`src/rtl/crop_word_packer.sv`:
```
// Packs the serialized post-crop Mono8 stream into 256-bit words. Every crop starts
// on a fresh word, and a one-word pending register absorbs a completion while the output stalls.
module crop_word_packer #(
  parameter int OUT_ROWS       = 20,
  parameter int OUT_COLS       = 20,
  parameter int NUM_CROPS      = 3,
  parameter int BYTES_PER_WORD = 32,
  localparam int CW  = (NUM_CROPS > 1) ? $clog2(NUM_CROPS) : 1,
  localparam int PIX = OUT_ROWS * OUT_COLS,
  localparam int PW  = (PIX > 1) ? $clog2(PIX) : 1,
  localparam int BW  = $clog2(BYTES_PER_WORD),
  localparam int DW  = 8 * BYTES_PER_WORD
) (
  input  logic                      clk,
  input  logic                      reset,
  input  logic                      s_axis_tvalid,
  output logic                      s_axis_tready,
  input  logic [7:0]                s_axis_tdata,
  input  logic [CW-1:0]             s_crop_idx,
  output logic                      m_axis_tvalid,
  input  logic                      m_axis_tready,
  output logic [DW-1:0]             m_axis_tdata,
  output logic [BYTES_PER_WORD-1:0] m_axis_tkeep,
  output logic                      m_axis_tlast,
  output logic [CW-1:0]             m_axis_tuser,
  output logic                      crop_err,
  output logic                      frame_done
);

  typedef enum logic {S_FILL = 1'b0, S_PEND = 1'b1} state_t;

  state_t                    state_q;
  logic [BW-1:0]             byte_cnt_q, byte_cnt_d;
  logic [PW-1:0]             pix_cnt_q, pix_cnt_d;
  logic [CW-1:0]             crop_cnt_q, crop_cnt_d;
  logic [DW-1:0]             asm_q, asm_d;
  logic                      crop_err_q, crop_err_d;
  logic                      frame_done_q;

  logic                      ovalid_q, olast_q;
  logic [DW-1:0]             odata_q;
  logic [BYTES_PER_WORD-1:0] okeep_q;
  logic [CW-1:0]             ouser_q;

  logic                      plast_q;
  logic [DW-1:0]             pdata_q;
  logic [BYTES_PER_WORD-1:0] pkeep_q;
  logic [CW-1:0]             puser_q;

  logic                      accept, end_crop, last_crop, word_done, out_hs;
  logic [DW-1:0]             word_data;
  logic [BYTES_PER_WORD-1:0] word_keep;
  logic                      word_last;

  assign s_axis_tready = (state_q == S_FILL);
  assign accept        = s_axis_tvalid && s_axis_tready;
  assign end_crop      = (pix_cnt_q == PW'(PIX - 1));
  assign last_crop     = (crop_cnt_q == CW'(NUM_CROPS - 1));
  assign word_done     = accept && ((byte_cnt_q == BW'(BYTES_PER_WORD - 1)) || end_crop);
  assign out_hs        = ovalid_q && m_axis_tready;

  // Completed word = assembly with the current pixel merged in; unwritten bytes are already zero.
  always_comb begin
    word_data = asm_q;
    word_data[8*byte_cnt_q +: 8] = s_axis_tdata;
    word_keep = {BYTES_PER_WORD{1'b1}} >> (BW'(BYTES_PER_WORD - 1) - byte_cnt_q);
    word_last = end_crop && last_crop;
  end

  always_comb begin
    byte_cnt_d = byte_cnt_q;
    pix_cnt_d  = pix_cnt_q;
    crop_cnt_d = crop_cnt_q;
    asm_d      = asm_q;
    crop_err_d = crop_err_q;
    if (accept) begin
      if (s_crop_idx != crop_cnt_q) crop_err_d = 1'b1;
      if (word_done) begin
        byte_cnt_d = '0;
        asm_d      = '0;
      end else begin
        byte_cnt_d = byte_cnt_q + 1'b1;
        asm_d      = word_data;
      end
      if (end_crop) begin
        pix_cnt_d  = '0;
        crop_cnt_d = last_crop ? '0 : crop_cnt_q + 1'b1;
      end else begin
        pix_cnt_d = pix_cnt_q + 1'b1;
      end
    end
  end

  always_ff @(posedge clk or negedge reset) begin
    if (!reset) begin
      state_q      <= S_FILL;
      byte_cnt_q   <= '0;
      pix_cnt_q    <= '0;
      crop_cnt_q   <= '0;
      asm_q        <= '0;
      crop_err_q   <= 1'b0;
      frame_done_q <= 1'b0;
      ovalid_q     <= 1'b0;
      odata_q      <= '0;
      okeep_q      <= '0;
      olast_q      <= 1'b0;
      ouser_q      <= '0;
      pdata_q      <= '0;
      pkeep_q      <= '0;
      plast_q      <= 1'b0;
      puser_q      <= '0;
    end else begin
      byte_cnt_q   <= byte_cnt_d;
      pix_cnt_q    <= pix_cnt_d;
      crop_cnt_q   <= crop_cnt_d;
      asm_q        <= asm_d;
      crop_err_q   <= crop_err_d;
      frame_done_q <= out_hs && olast_q;
      case (state_q)
        S_FILL: begin
          if (word_done && (!ovalid_q || m_axis_tready)) begin
            ovalid_q <= 1'b1;
            odata_q  <= word_data;
            okeep_q  <= word_keep;
            olast_q  <= word_last;
            ouser_q  <= crop_cnt_q;
          end else if (word_done) begin
            pdata_q <= word_data;
            pkeep_q <= word_keep;
            plast_q <= word_last;
            puser_q <= crop_cnt_q;
            state_q <= S_PEND;
          end else if (out_hs) begin
            ovalid_q <= 1'b0;
          end
        end
        S_PEND: begin
          // Output is necessarily full here; the held word replaces it on acceptance.
          if (m_axis_tready) begin
            ovalid_q <= 1'b1;
            odata_q  <= pdata_q;
            okeep_q  <= pkeep_q;
            olast_q  <= plast_q;
            ouser_q  <= puser_q;
            state_q  <= S_FILL;
          end
        end
        default: state_q <= S_FILL;
      endcase
    end
  end

  assign m_axis_tvalid = ovalid_q;
  assign m_axis_tdata  = odata_q;
  assign m_axis_tkeep  = okeep_q;
  assign m_axis_tlast  = olast_q;
  assign m_axis_tuser  = ouser_q;
  assign crop_err      = crop_err_q;
  assign frame_done    = frame_done_q;

endmodule
```
`config.mk`:
```
export PLATFORM = sky130hd
export DESIGN_NAME = crop_word_packer
export DESIGN_NICKNAME = d
export VERILOG_FILES = /design/src/rtl/crop_word_packer.sv
export SDC_FILE = /design/constraint.sdc
export NUM_CORES = 1
export LEC_CHECK = 0
export ABC_AREA = 1
export CAP_MARGIN = 20
export CORE_MARGIN = 10
export CORE_UTILIZATION = 41
export CTS_BUF_LIST = sky130_fd_sc_hd__clkbuf_16
export DETAILED_ROUTE_END_ITERATION = 6
export GPL_TIMING_DRIVEN = 0
export PLACE_DENSITY_LB_ADDON = 0.12
export SYNTH_ARGS = -nofsm -noshare
export SYNTH_HDL_FRONTEND = slang
export SYNTH_SLANG_ARGS = --single-unit
```
`constraint.sdc`:
```
create_clock -name clk -period 4.9 [get_ports clk]
set_input_delay 0.735 -clock clk [delete_from_list [all_inputs] [get_ports clk]]
set_output_delay 0.735 -clock clk [all_outputs]
set_load 0.02 [all_outputs]
```
==> metrics.md <==
| Metric | Value |
|---|---|
| Slew Limit Fails | 0 |
| Minimum clock period | between 4 and 5 ns |
| MaxCap Viol Count | 0 |
| Synth-to-Final Area Change | 20.0% |
| Worst vdd ir | approximately 0.32 mV |
| CP endpoint kind | primary output |
| Post-Layout Cell Count | 6838 |
| Post-CTS Setup Repair Bufs | 0 |
| CP top delay family | buffers and inverters |
| Synthesis-stage register bit count | 858 |
| P_leak | between 20 and 25 nW |
| # IOs | roughly 310 |
| Setup slack at placement | about 0.42 ns |
| Worst-Skew Late Latency | just under 0.7 ns |
| Main synth FF type | dfrtp_1 |
| Cell Area, Synth | roughly 0.040 mm² |
| Vias/cell | between 5 and 6 |
| Synth Area per Inst | 7.79 µm² |
| Commonest non-fill, non-tap cell in the layout | nand2_1 |
| Max Buffers Root-to-Sink | 3 |
| Setup violators final | 0 |
| Ys async rst share | between 90% and 100% |
| Post-synth top area cell | dfrtp_1 |
| Placed Area | between 0.04 and 0.05 mm² |
| Avg WL per Cell | 22.6 µm |
| Port bufs | between 300 and 400 |
| Global route total overflow | 0 |
| Core area | 0.0954 mm² |
| Worst Path Buf+Inv | 6 |
| Rows | roughly 110 |
| Die H | approximately 330 µm |
| Routed Antenna Nets | 0 |
| Synth top area cells | dfrtp_1 (54%), nand2_1 (19%), o21ai_0 (5.0%) |
| Die X | around 330 µm |
| Total power | 0.0257 W |
| Fillers | around 9500 |
| Max frequency | between 200 and 250 MHz |
| Failing checks | DRC |
| Share of layout cells above drive strength 1 | between 5 and 6% |
| Cts bufs inserted | 95 |
| Outcome | complete, but fails checks |
| Worst-Margin Slew | between 1 and 1.5 ns |
| H-Tree Depth | 3 |
| Post-Synthesis Cells | a little over 5000 |
| Reg area | 0.0215 mm² |
| Crit path kind | flop to primary output |
| Die area | between 0.1 and 0.15 mm² |
| Pin count of the biggest net entering global routing | approximately 120 |
| Worst EP required | roughly 4.2 ns |
| Design area | roughly 0.048 mm² |
| Post-synth EDFFs | 0 |
| Resized cells post-CTS | 0 |
| Slew HR | around 22% |
| Clk_skew | 0.0277 ns |
| DRT Wirelength | about 150000 µm |
| Setup ws final | about 0.14 ns |
| Crit Path Max Fanout | 10 |
| Initial antenna violation count | 3 |
| Most frequent cells in the layout | nand2_1 (2025), dfrtp_1 (858), nor2_1 (483) |
| First-pass GRT wire length | around 230000 µm |
| Multi-input logic area | 0.0158 mm² |
| CTS root buf | clkbuf_16 |
| Drc violations | 6 |
| Vias after detailed routing | ~37000 |
| Routability cong. | between 0.9 and 1 |
| Share of the synthesized area in the top cell type | 54.2% |
| Final hold vios | 0 |
| Slowest stage cell, crit path | clkbuf_1 |
| Syn Nets | 5103 |
| Hold Crit Class | input pin to asynchronous set/reset pin |
| Pwr dens | 540 mW/mm² |
| Drt initial violations | 3956 |
| Slowest cell delay on critical path | 0.87 ns |
| Global Route Usage Sum | 27.6% |
| Clock Pin Slew Worst Setup and Hold Paths | 0.06 ns |
| RSZ-0062 raised after global routing | no |
| Layout Nets | around 5500 |
| Clock sinks | 858 |
| Final setup TNS | 0 ns |
| Vias in the first global route | 35255 |
| Placed cells | 6662 |
| Critical Path, Cell by Cell | buf_2 -> inv_2 -> clkbuf_1 -> clkbuf_1 -> clkbuf_1 -> clkdlybuf4s50_1 |
| Post-CTS Hold Fix Bufs | 0 |
| HPWL after DPL | 114000 µm |
| Critical Path Most Common Cell | clkbuf_1 |
| Sequential area share after synthesis | between 50% and 60% |
| Initial Utilization | between 40% and 50% |
| Startpoint Class | flop |
| CP arrival | about 4.0 ns |
| Yosys warns | 0 |
| Netlist cell types | 39 |
| CTS tree | done |
| Drt first pass iters | 7 |
| Final Cycle Share | between 90 and 100% |
cells in the mapped netlist (all sizes together) (12+ instances only):
cell	number
a21oi	218
nand2	2039
inv	245
clkbuf	185
nand3	238
o21ai	519
nor3	12
nand4	59
nor2	497
buf	124
o22ai	46
a31oi	21
dfrtp	858
logic make-up (layout without fill, tap and decap cells):
logic type,Yosys count,count (layout),share of synthesized area (%)
simple gates,2848,2848,29.0
flops,858,858,54.2
compound gates,805,805,10.6
buf+inv,556,1045,5.81
fa+ha+maj,9,9,0.285
xor+xnor,4,4,0.0885
other cells,0,4,0
where the power goes:
group | switching (W) | leakage (nW) | internal [W]
registers | 0.00107 | 11.4 | 0.00862
clock network | 0.00307 | 1.56 | 0.00404
logic | 0.00579 | 11.4 | 0.00308
total | 0.00993 | 24.4 | 0.0157
worst paths after layout:
check | from | to | slack (ns) | depth (start not counted)
min in group clk | pkeep_q[7] | pkeep_q[7] | 0.47 | 2
setup reg to reg | byte_cnt_q[0] | m_axis_tdata[188] | 0.20 | 14
hold / removal | reset | m_axis_tkeep[7] | 0.005 | 1
max in group asynchronous | reset | m_axis_tdata[38] | 2.52 | 5
setup / recovery | state_q | s_axis_tready | 0.14 | 6
hold reg to reg | pkeep_q[7] | pkeep_q[7] | 0.47 | 2
sequential cells by signal (all words and copies together) (netlist names):
| signal | flops |
|---|---|
| frame_done | 1 |
| crop_err | 1 |
| plast_q | 1 |
| m_axis_tkeep | 32 |
| pkeep_q | 32 |
| pdata_q | 256 |
| puser_q | 2 |
| asm_q | 256 |
| pix_cnt_q | 9 |
| state_q | 1 |
| crop_cnt_q | 2 |
| m_axis_tlast | 1 |
| m_axis_tvalid | 1 |
| byte_cnt_q | 5 |
| m_axis_tdata | 256 |
| m_axis_tuser | 2 |
stage by stage:
step | util, % | hold WS [ns]
4_1_cts | 49.8 | 0.00360
5_1_grt | 49.8 | 0.0298
2_1_floorplan | - | 0.423
3_3_place_gp | 46.4 | 0.436
3_5_place_dp | 46.6 | 0.459
6_report | 49.8 | 0.00535
routing by layer:
metal  GRT usage (%)  vias to the layer above  part of all wire [%]
met4            11.7                        2                   4.5
met5               0                        -                0.0071
met2            42.4                     1500                    44
li1                -                    17040                     -
met3            6.18                      286                   8.9
met1            37.4                    17692                    42
final cells by class:
type / instances / share of cell area, %
flip-flops and latches: 858 / 45.2
multi-input cells: 3666 / 33.3
repair buffers: 318 / 7.02
clock buffers: 97 / 5.11
well taps: 1265 / 3.33
plain buffers: 309 / 2.89
inverters: 247 / 1.96
clock inverters: 74 / 1.21
diodes: 4 / 0.0211
worst register-to-register path, stage by stage (launching register included):
cell and delay (ns):
dfrtp_1 0.41, inv_2 0.24, clkbuf_1 0.46, ha_1 0.34, nand2_1 0.21, inv_1 0.10
ha_1 0.32, inv_2 0.30, buf_1 0.81, nand3_1 0.19, buf_2 0.29, nand2_1 0.11
o21ai_1 0.11, o21ai_0 0.56, nand2_1 0.10
No activity file was read; power rests on OpenSTA's default activity.
